### src/rtl/axi4_master_bridge_if.sv
// -----------------------------------------------------------------------------
// axi4_master_bridge_if
//   AXI4 bus bundle between the core-side bridge and the platform responder.
//   Signal names and widths match the top-level io_master_* bus.
//
//   Channels:
//     AW : awvalid/awready, awid[3:0], awaddr[31:0], awlen[7:0], awsize[2:0],
//          awburst[1:0]
//     W  : wvalid/wready, wdata[31:0], wstrb[3:0], wlast
//     B  : bvalid/bready, bid[3:0], bresp[1:0]
//     AR : arvalid/arready, arid[3:0], araddr[31:0], arlen[7:0], arsize[2:0],
//          arburst[1:0]
//     R  : rvalid/rready, rid[3:0], rdata[31:0], rresp[1:0], rlast
//
//   Handshake rule for every channel: a transfer happens on a rising clock
//   edge where both valid and ready are 1. A source holds valid and payload
//   stable until that edge; a sink may raise or drop ready freely.
//
//   Modports: master (the bridge), slave (the memory responder).
// -----------------------------------------------------------------------------
interface axi4_master_bridge_if;
   logic        io_master_awvalid;
   logic        io_master_awready;
   logic [3:0]  io_master_awid;
   logic [31:0] io_master_awaddr;
   logic [7:0]  io_master_awlen;
   logic [2:0]  io_master_awsize;
   logic [1:0]  io_master_awburst;

   logic        io_master_wvalid;
   logic        io_master_wready;
   logic [31:0] io_master_wdata;
   logic [3:0]  io_master_wstrb;
   logic        io_master_wlast;

   logic        io_master_bvalid;
   logic        io_master_bready;
   logic [3:0]  io_master_bid;
   logic [1:0]  io_master_bresp;

   logic        io_master_arvalid;
   logic        io_master_arready;
   logic [3:0]  io_master_arid;
   logic [31:0] io_master_araddr;
   logic [7:0]  io_master_arlen;
   logic [2:0]  io_master_arsize;
   logic [1:0]  io_master_arburst;

   logic        io_master_rvalid;
   logic        io_master_rready;
   logic [3:0]  io_master_rid;
   logic [31:0] io_master_rdata;
   logic [1:0]  io_master_rresp;
   logic        io_master_rlast;

   modport master (
      output io_master_awvalid, io_master_awid, io_master_awaddr, io_master_awlen,
             io_master_awsize, io_master_awburst,
      input  io_master_awready,
      output io_master_wvalid, io_master_wdata, io_master_wstrb, io_master_wlast,
      input  io_master_wready,
      input  io_master_bvalid, io_master_bid, io_master_bresp,
      output io_master_bready,
      output io_master_arvalid, io_master_arid, io_master_araddr, io_master_arlen,
             io_master_arsize, io_master_arburst,
      input  io_master_arready,
      input  io_master_rvalid, io_master_rid, io_master_rdata, io_master_rresp,
             io_master_rlast,
      output io_master_rready
   );

   modport slave (
      input  io_master_awvalid, io_master_awid, io_master_awaddr, io_master_awlen,
             io_master_awsize, io_master_awburst,
      output io_master_awready,
      input  io_master_wvalid, io_master_wdata, io_master_wstrb, io_master_wlast,
      output io_master_wready,
      output io_master_bvalid, io_master_bid, io_master_bresp,
      input  io_master_bready,
      input  io_master_arvalid, io_master_arid, io_master_araddr, io_master_arlen,
             io_master_arsize, io_master_arburst,
      output io_master_arready,
      output io_master_rvalid, io_master_rid, io_master_rdata, io_master_rresp,
             io_master_rlast,
      input  io_master_rready
   );
endinterface

### src/rtl/axi4_master_bridge.sv
// -----------------------------------------------------------------------------
// axi4_master_bridge
//   Turns a simple core-side request/response port into AXI4 transactions:
//   single-beat 32-bit writes, single-beat or INCR-burst 32-bit reads, one
//   transaction outstanding at a time.
//
//   Optional feature macro: AXI_BRIDGE_ALIGN_CHECK_EN
//     defined   : requests with req_addr[1:0] != 0 are rejected locally with a
//                 single error response and no bus traffic.
//     undefined : addresses are forwarded unmodified.
//
//   Ports:
//     clock, reset (async, active-low)
//     req_valid/req_ready, req_write, req_addr, req_wdata, req_wstrb, req_len
//                 request port; req_len is read beats minus 1
//     rsp_valid, rsp_data, rsp_last, rsp_err
//                 one-cycle response pulse per read beat or per write; no
//                 backpressure, the consumer must take every pulse
//     dbg_state   current FSM state (IDLE=0 RADDR=1 RDATA=2 WREQ=3 WRESP=4)
//     bus         AXI4 master modport (io_master_*)
//
//   Request handshake: a request is taken on a rising edge with
//   req_valid & req_ready. req_ready is 1 only in IDLE, and drops for the
//   cycle in which the final rsp_valid pulse is shown.
// -----------------------------------------------------------------------------
module axi4_master_bridge #(
   parameter logic [3:0] AXI_ID  = 4'h0,
   parameter logic [7:0] MAX_LEN = 8'd15
) (
   input  logic                        clock,
   input  logic                        reset,
   input  logic                        req_valid,
   output logic                        req_ready,
   input  logic                        req_write,
   input  logic [31:0]                 req_addr,
   input  logic [31:0]                 req_wdata,
   input  logic [3:0]                  req_wstrb,
   input  logic [7:0]                  req_len,
   output logic                        rsp_valid,
   output logic [31:0]                 rsp_data,
   output logic                        rsp_last,
   output logic                        rsp_err,
   output logic [2:0]                  dbg_state,
   axi4_master_bridge_if.master        bus
);

   typedef enum logic [2:0] {
      IDLE  = 3'd0,
      RADDR = 3'd1,
      RDATA = 3'd2,
      WREQ  = 3'd3,
      WRESP = 3'd4
   } state_t;

   state_t      state;

   logic        ar_valid;
   logic [31:0] ar_addr;
   logic [7:0]  ar_len;
   logic        r_ready;
   logic        aw_valid;
   logic [31:0] aw_addr;
   logic        w_valid;
   logic [31:0] w_data;
   logic [3:0]  w_strb;
   logic        b_ready;

   logic [7:0]  len_q;
   logic        write_q;
   logic [7:0]  beat_cnt;
   logic        aw_done;
   logic        w_done;

   // Constant AXI attributes: 4-byte beats, INCR bursts, single-beat writes.
   assign bus.io_master_awid    = AXI_ID;
   assign bus.io_master_arid    = AXI_ID;
   assign bus.io_master_awsize  = 3'b010;
   assign bus.io_master_arsize  = 3'b010;
   assign bus.io_master_awburst = 2'b01;
   assign bus.io_master_arburst = 2'b01;
   assign bus.io_master_awlen   = 8'd0;
   assign bus.io_master_wlast   = 1'b1;

   assign bus.io_master_arvalid = ar_valid;
   assign bus.io_master_araddr  = ar_addr;
   assign bus.io_master_arlen   = ar_len;
   assign bus.io_master_rready  = r_ready;
   assign bus.io_master_awvalid = aw_valid;
   assign bus.io_master_awaddr  = aw_addr;
   assign bus.io_master_wvalid  = w_valid;
   assign bus.io_master_wdata   = w_data;
   assign bus.io_master_wstrb   = w_strb;
   assign bus.io_master_bready  = b_ready;

   assign dbg_state = state;

   // Response IDs carry no information for a single-outstanding master.
   logic unused_ids;
   assign unused_ids = ^{bus.io_master_rid, bus.io_master_bid, write_q};

   logic misaligned;
`ifdef AXI_BRIDGE_ALIGN_CHECK_EN
   assign misaligned = (req_addr[1:0] != 2'b00);
`else
   assign misaligned = 1'b0;
`endif

   logic aw_hs;
   logic w_hs;
   logic cnt_hit;
   logic r_final;

   assign aw_hs   = aw_valid & bus.io_master_awready;
   assign w_hs    = w_valid & bus.io_master_wready;
   assign cnt_hit = (beat_cnt == len_q);
   // A burst ends on whichever comes first: responder's rlast or our count.
   assign r_final = bus.io_master_rlast | cnt_hit;

   always_ff @(posedge clock or negedge reset) begin
      if (!reset) begin
         state     <= IDLE;
         req_ready <= 1'b1;
         rsp_valid <= 1'b0;
         rsp_data  <= 32'd0;
         rsp_last  <= 1'b0;
         rsp_err   <= 1'b0;
         ar_valid  <= 1'b0;
         ar_addr   <= 32'd0;
         ar_len    <= 8'd0;
         r_ready   <= 1'b0;
         aw_valid  <= 1'b0;
         aw_addr   <= 32'd0;
         w_valid   <= 1'b0;
         w_data    <= 32'd0;
         w_strb    <= 4'd0;
         b_ready   <= 1'b0;
         len_q     <= 8'd0;
         write_q   <= 1'b0;
         beat_cnt  <= 8'd0;
         aw_done   <= 1'b0;
         w_done    <= 1'b0;
      end else begin
         // Response outputs are single-cycle pulses.
         rsp_valid <= 1'b0;
         rsp_data  <= 32'd0;
         rsp_last  <= 1'b0;
         rsp_err   <= 1'b0;

         case (state)
            IDLE: begin
               if (!req_ready) begin
                  // This is the cycle showing the final response; reopen next.
                  req_ready <= 1'b1;
               end else if (req_valid) begin
                  req_ready <= 1'b0;
                  write_q   <= req_write;
                  len_q     <= req_len;
                  if (misaligned || (!req_write && (req_len > MAX_LEN))) begin
                     rsp_valid <= 1'b1;
                     rsp_err   <= 1'b1;
                     rsp_last  <= 1'b1;
                  end else if (req_write) begin
                     aw_addr  <= req_addr;
                     w_data   <= req_wdata;
                     w_strb   <= req_wstrb;
                     aw_valid <= 1'b1;
                     w_valid  <= 1'b1;
                     aw_done  <= 1'b0;
                     w_done   <= 1'b0;
                     state    <= WREQ;
                  end else begin
                     ar_addr  <= req_addr;
                     ar_len   <= req_len;
                     ar_valid <= 1'b1;
                     state    <= RADDR;
                  end
               end
            end

            RADDR: begin
               if (bus.io_master_arready) begin
                  ar_valid <= 1'b0;
                  r_ready  <= 1'b1;
                  beat_cnt <= 8'd0;
                  state    <= RDATA;
               end
            end

            RDATA: begin
               if (bus.io_master_rvalid) begin
                  rsp_valid <= 1'b1;
                  rsp_data  <= bus.io_master_rdata;
                  // Flag a length disagreement on the closing beat only.
                  rsp_err   <= (bus.io_master_rresp != 2'b00) |
                               (r_final & (bus.io_master_rlast != cnt_hit));
                  beat_cnt  <= beat_cnt + 8'd1;
                  if (r_final) begin
                     rsp_last <= 1'b1;
                     r_ready  <= 1'b0;
                     state    <= IDLE;
                  end
               end
            end

            WREQ: begin
               if (aw_hs) begin
                  aw_valid <= 1'b0;
                  aw_done  <= 1'b1;
               end
               if (w_hs) begin
                  w_valid <= 1'b0;
                  w_done  <= 1'b1;
               end
               // Handshakes may land in either order or together.
               if ((aw_done | aw_hs) && (w_done | w_hs)) begin
                  aw_done <= 1'b0;
                  w_done  <= 1'b0;
                  b_ready <= 1'b1;
                  state   <= WRESP;
               end
            end

            WRESP: begin
               if (bus.io_master_bvalid) begin
                  b_ready   <= 1'b0;
                  rsp_valid <= 1'b1;
                  rsp_last  <= 1'b1;
                  rsp_err   <= (bus.io_master_bresp != 2'b00);
                  state     <= IDLE;
               end
            end

            default: begin
               state <= IDLE;
            end
         endcase
      end
   end

endmodule
### src/flat_wrapper.sv
// flat-port wrapper written by rule: the top's interface ports become plain ports
module axi4_master_bridge_flat 
#(
   parameter logic [3:0] AXI_ID  = 4'h0,
   parameter logic [7:0] MAX_LEN = 8'd15
)
  (clock, reset, req_valid, req_ready, req_write, req_addr, req_wdata, req_wstrb, req_len, rsp_valid, rsp_data, rsp_last, rsp_err, dbg_state, bus_io_master_awvalid, bus_io_master_awid, bus_io_master_awaddr, bus_io_master_awlen, bus_io_master_awsize, bus_io_master_awburst, bus_io_master_awready, bus_io_master_wvalid, bus_io_master_wdata, bus_io_master_wstrb, bus_io_master_wlast, bus_io_master_wready, bus_io_master_bvalid, bus_io_master_bid, bus_io_master_bresp, bus_io_master_bready, bus_io_master_arvalid, bus_io_master_arid, bus_io_master_araddr, bus_io_master_arlen, bus_io_master_arsize, bus_io_master_arburst, bus_io_master_arready, bus_io_master_rvalid, bus_io_master_rid, bus_io_master_rdata, bus_io_master_rresp, bus_io_master_rlast, bus_io_master_rready);
  axi4_master_bridge_if bus_i ();
  input  logic clock;
  input  logic reset;
  input  logic req_valid;
  output logic req_ready;
  input  logic req_write;
  input  logic [31:0] req_addr;
  input  logic [31:0] req_wdata;
  input  logic [3:0] req_wstrb;
  input  logic [7:0] req_len;
  output logic rsp_valid;
  output logic [31:0] rsp_data;
  output logic rsp_last;
  output logic rsp_err;
  output logic [2:0] dbg_state;
  output wire logic [$bits(bus_i.io_master_awvalid)-1:0] bus_io_master_awvalid;
  output wire logic [$bits(bus_i.io_master_awid)-1:0] bus_io_master_awid;
  output wire logic [$bits(bus_i.io_master_awaddr)-1:0] bus_io_master_awaddr;
  output wire logic [$bits(bus_i.io_master_awlen)-1:0] bus_io_master_awlen;
  output wire logic [$bits(bus_i.io_master_awsize)-1:0] bus_io_master_awsize;
  output wire logic [$bits(bus_i.io_master_awburst)-1:0] bus_io_master_awburst;
  input wire logic [$bits(bus_i.io_master_awready)-1:0] bus_io_master_awready;
  output wire logic [$bits(bus_i.io_master_wvalid)-1:0] bus_io_master_wvalid;
  output wire logic [$bits(bus_i.io_master_wdata)-1:0] bus_io_master_wdata;
  output wire logic [$bits(bus_i.io_master_wstrb)-1:0] bus_io_master_wstrb;
  output wire logic [$bits(bus_i.io_master_wlast)-1:0] bus_io_master_wlast;
  input wire logic [$bits(bus_i.io_master_wready)-1:0] bus_io_master_wready;
  input wire logic [$bits(bus_i.io_master_bvalid)-1:0] bus_io_master_bvalid;
  input wire logic [$bits(bus_i.io_master_bid)-1:0] bus_io_master_bid;
  input wire logic [$bits(bus_i.io_master_bresp)-1:0] bus_io_master_bresp;
  output wire logic [$bits(bus_i.io_master_bready)-1:0] bus_io_master_bready;
  output wire logic [$bits(bus_i.io_master_arvalid)-1:0] bus_io_master_arvalid;
  output wire logic [$bits(bus_i.io_master_arid)-1:0] bus_io_master_arid;
  output wire logic [$bits(bus_i.io_master_araddr)-1:0] bus_io_master_araddr;
  output wire logic [$bits(bus_i.io_master_arlen)-1:0] bus_io_master_arlen;
  output wire logic [$bits(bus_i.io_master_arsize)-1:0] bus_io_master_arsize;
  output wire logic [$bits(bus_i.io_master_arburst)-1:0] bus_io_master_arburst;
  input wire logic [$bits(bus_i.io_master_arready)-1:0] bus_io_master_arready;
  input wire logic [$bits(bus_i.io_master_rvalid)-1:0] bus_io_master_rvalid;
  input wire logic [$bits(bus_i.io_master_rid)-1:0] bus_io_master_rid;
  input wire logic [$bits(bus_i.io_master_rdata)-1:0] bus_io_master_rdata;
  input wire logic [$bits(bus_i.io_master_rresp)-1:0] bus_io_master_rresp;
  input wire logic [$bits(bus_i.io_master_rlast)-1:0] bus_io_master_rlast;
  output wire logic [$bits(bus_i.io_master_rready)-1:0] bus_io_master_rready;
  assign bus_io_master_awvalid = bus_i.io_master_awvalid;
  assign bus_io_master_awid = bus_i.io_master_awid;
  assign bus_io_master_awaddr = bus_i.io_master_awaddr;
  assign bus_io_master_awlen = bus_i.io_master_awlen;
  assign bus_io_master_awsize = bus_i.io_master_awsize;
  assign bus_io_master_awburst = bus_i.io_master_awburst;
  assign bus_i.io_master_awready = bus_io_master_awready;
  assign bus_io_master_wvalid = bus_i.io_master_wvalid;
  assign bus_io_master_wdata = bus_i.io_master_wdata;
  assign bus_io_master_wstrb = bus_i.io_master_wstrb;
  assign bus_io_master_wlast = bus_i.io_master_wlast;
  assign bus_i.io_master_wready = bus_io_master_wready;
  assign bus_i.io_master_bvalid = bus_io_master_bvalid;
  assign bus_i.io_master_bid = bus_io_master_bid;
  assign bus_i.io_master_bresp = bus_io_master_bresp;
  assign bus_io_master_bready = bus_i.io_master_bready;
  assign bus_io_master_arvalid = bus_i.io_master_arvalid;
  assign bus_io_master_arid = bus_i.io_master_arid;
  assign bus_io_master_araddr = bus_i.io_master_araddr;
  assign bus_io_master_arlen = bus_i.io_master_arlen;
  assign bus_io_master_arsize = bus_i.io_master_arsize;
  assign bus_io_master_arburst = bus_i.io_master_arburst;
  assign bus_i.io_master_arready = bus_io_master_arready;
  assign bus_i.io_master_rvalid = bus_io_master_rvalid;
  assign bus_i.io_master_rid = bus_io_master_rid;
  assign bus_i.io_master_rdata = bus_io_master_rdata;
  assign bus_i.io_master_rresp = bus_io_master_rresp;
  assign bus_i.io_master_rlast = bus_io_master_rlast;
  assign bus_io_master_rready = bus_i.io_master_rready;
  axi4_master_bridge #(.AXI_ID(AXI_ID), .MAX_LEN(MAX_LEN)) u_core (.clock(clock), .reset(reset), .req_valid(req_valid), .req_ready(req_ready), .req_write(req_write), .req_addr(req_addr), .req_wdata(req_wdata), .req_wstrb(req_wstrb), .req_len(req_len), .rsp_valid(rsp_valid), .rsp_data(rsp_data), .rsp_last(rsp_last), .rsp_err(rsp_err), .dbg_state(dbg_state), .bus(bus_i));
endmodule
### config.mk
export PLATFORM = sky130hd
export DESIGN_NAME = axi4_master_bridge_flat
export DESIGN_NICKNAME = d
export VERILOG_FILES = /design/src/rtl/axi4_master_bridge_if.sv /design/src/rtl/axi4_master_bridge.sv /design/src/flat_wrapper.sv
export SDC_FILE = /design/constraint.sdc
export NUM_CORES = 1
export LEC_CHECK = 0
export CAP_MARGIN = 40
export CORE_MARGIN = 3
export CORE_UTILIZATION = 45
export CTS_CLUSTER_DIAMETER = 80
export DETAILED_ROUTE_END_ITERATION = 10
export PLACE_DENSITY = 0.84
export SETUP_SLACK_MARGIN = 0.05
export SYNTH_ARGS = -nofsm -noshare
export SYNTH_HDL_FRONTEND = slang
export SYNTH_SLANG_ARGS = --single-unit
export TNS_END_PERCENT = 50
### constraint.sdc
create_clock -name clock -period 2.6 [get_ports clock]
set_input_delay 0.39 -clock clock [delete_from_list [all_inputs] [get_ports clock]]
set_output_delay 0.39 -clock clock [all_outputs]
set_load 0.005 [all_outputs]
==> impl_metrics.ini <==
[critical_path]
crit_path_top_delay_cell = clkdlybuf4s50_1
crit_end = dbg_state[0]
reg2regPathDepth = 4
crit_chain = buf_4 > clkdlybuf4s50_1
cp_slowest_stage_delay_ps = 540
rr_endpoint = u_core.bus.io_master_wdata[22]$_DFFE_PN0P_
crit_arrival_ps = 1690
criticalPathCategory = flip-flop to primary output
end_kind = primary output
reg2reg_from = u_core.dbg_state[1]$_DFFE_PN0P_
cp-start-kind = flip-flop
crit_fanout = 14
reg2reg_setup_slack_ps = 640
crit_required_ps = 2210
critPathLaunch = u_core.dbg_state[0]$_DFFE_PN0P_

[grt]
grt_pass1_wl_microns = 26900
antenna_found_initial = 0
grt_use_total_pct = 20.9
grt_max_degree = 66
grt_pass1_vias = 5130
overflow = 0

[logic_synthesis]
synth.avg_cell_area_sq_um = 14.4
synth_edf_count = 0
ys_dominant_reg_cell = dfrtp_1
synthTopCellsByArea = dfrtp_1 (62%), mux2_1 (17%), and2_1 (3.5%)
yosys.area.top_type = dfrtp_1
synth_top_area_share_pct = 61.8
yosysUniqueCellTypes = 47
syn_area_sq_mm = 0.00684
synth-seq-cells = 170
ys_seq_area_share_pct = 62.2
ys_async_sr_fraction_pct = 100
yosysWarningCount = 0
synth_cells = 474

[clock_network]
cts_max_level = 4
cts_tree = yes
clkLatencyLatePin_ps = 420
clockBufferDepth = 2
cts_sinks = 170
hold_buffers = 1
cts_buffers = 17
path_clk_slew_ps = 60
root_buffer = clkbuf_16
cts_resized = 0
cts_setup_buffers = 0

[sta]
timing.final.crit_share_pct = 80.1
period_needed_ps = 2080
hold_slack_ps = 484
finClkSkew_ps = 10.1
setup_viol = 0
hold_violations = 0
rsz0062_at_grt = no
fin_tns_setup_ps = 0
relSlewSlack_pct = 47.9
fin_ws_ps = 517
slew_violations = 0
timing.fmax_ghz = 0.480
tightestPinTransition_ps = 774

[detailed_routing]
wl_per_cell_microns = 18.3
wl_microns = 17300
viasPerCell = 5.03
vias = 4760
ant_nets = 0
drt_iter0_drc = 197
drc = 0
firstDrtPassIters = 4

[placement]
placedCellCount = 915
portBuffers = 273
place.gp.congestion = 0.828
dpl_cell_area_sq_mm = 0.00965
dp_slack_ps = 237
dp_hpwl_microns = 13000

[floorplanning]
ios = 309
dieHeight_microns = 129
die_area_sq_mm = 0.0167
rows = 44
initial_core_util_pct = 46.5
die_x_microns = 129
core_sq_mm = 0.0147

[final_layout]
drive_gt1_share_pct = 7.34
antenna_cells = 0
finalNetCount = 883
fin_util_pct = 69.8
layout_commonest_cell = clkdlybuf4s50_1
final_area_sq_mm = 0.0103
final_cell_mix = clkdlybuf4s50_1 (272), dfrtp_1 (169), mux2_1 (104)
syn_to_final_growth_pct = 50.1
fin_cells = 947
fillers = 964

[min_path]
hold_class = flip-flop to flip-flop
min_path_cells = 1

[run_status]
status = finished clean

[pwr]
power.density_mw_per_mm2 = 1000
leakagePower_nw = 4.59
finalPower_mw = 10.3
max-vdd-ir-drop_mv = 0.452

[flow_run]
cap_violations = 0
metal layers:
metal  vias up  wire [microns]  global-route usage (%)
li1       2157               -                       -
met1      2349            6590                    23.1
met2       229            8930                    37.0
met3        25            1580                    8.49
met4         0             224                    6.24
met5         -               0                       0
Yosys cell counts (all sizes together) (2+ instances only):
cell	number
nand4b	2
mux2	112
nor3	3
or4	2
nand2	8
a21o	3
o21a	2
and3	4
a21oi	3
nand3	8
a311o	2
mux2i	2
a22o	2
dfrtp	169
conb	2
nor4	4
o21bai	2
o31ai	3
o211ai	4
nor3b	3
and4bb	2
nand4bb	2
buf	46
nor2	5
o21ai	6
and2	38
and3b	2
xor2	8
clkbuf	5
o22ai	4
inv	4
ha	2
a31oi	2
power by group:
group / switching [mW] / total, mW / internal (mW)
sequential: 0.558 / 4.16 / 3.60
clock: 1.01 / 2.56 / 1.55
combinational: 1.22 / 3.55 / 2.32
layout make-up:
type	count	area [sq um]	area share, %
repair buffers	284	2870	27.9
inverters	4	15.0	0.146
well taps	184	230	2.24
flip-flops and latches	170	4260	41.5
clock buffers	20	457	4.45
clock inverters	11	146	1.43
multi-input cells	274	2290	22.3
registers in the layout, indices dropped and copies added (netlist names):
register	cells
u_core.bus.io_master_wstrb	4
u_core.aw_done	1
u_core.bus.io_master_araddr	32
u_core.beat_cnt	8
u_core.len_q	8
u_core.bus.io_master_awvalid	1
u_core.bus.io_master_wvalid	1
u_core.bus.io_master_wdata	32
u_core.rsp_last	1
u_core.dbg_state	3
u_core.bus.io_master_arlen	8
u_core.rsp_valid	1
u_core.rsp_data	32
u_core.bus.io_master_arvalid	1
u_core.req_ready	1
u_core.bus.io_master_bready	1
u_core.w_done	1
u_core.rsp_err	1
u_core.bus.io_master_awaddr	32
u_core.bus.io_master_rready	1
logic make-up after synthesis:
family	after synthesis	synth area share (%)
buffers and inverters	55	5.71
flip-flops	170	62.2
adder cells (fa/ha/maj)	2	0.366
other	2	0.110
AO/OA/AOI/OAI	36	3.68
multiplexers	114	18.7
AND/OR/NAND/NOR	87	8.16
XOR/XNOR	8	1.02
critical path: cells and delay by family, from the launching register on:
family / cells / cell delay [ps]
buf+inv: 2 / 790
flops: 1 / 480
worst min-delay path by stage:
stage,to,slack [ps],startpoint
2_1_floorplan,u_core.aw_done$_DFFE_PN0P_,90,reset
6_report,u_core.bus.io_master_arlen[4]$_DFFE_PN0P_,480,u_core.bus.io_master_arlen[4]$_DFFE_PN0P_
5_1_grt,u_core.rsp_data[24]$_DFF_PN0_,490,bus_io_master_rdata[24]
4_1_cts,u_core.bus.io_master_arlen[4]$_DFFE_PN0P_,490,u_core.bus.io_master_arlen[4]$_DFFE_PN0P_
3_3_place_gp,u_core.rsp_data[22]$_DFF_PN0_,410,reset
3_5_place_dp,u_core.rsp_data[22]$_DFF_PN0_,430,reset
Note: power is estimated with default switching activity, not from simulation.
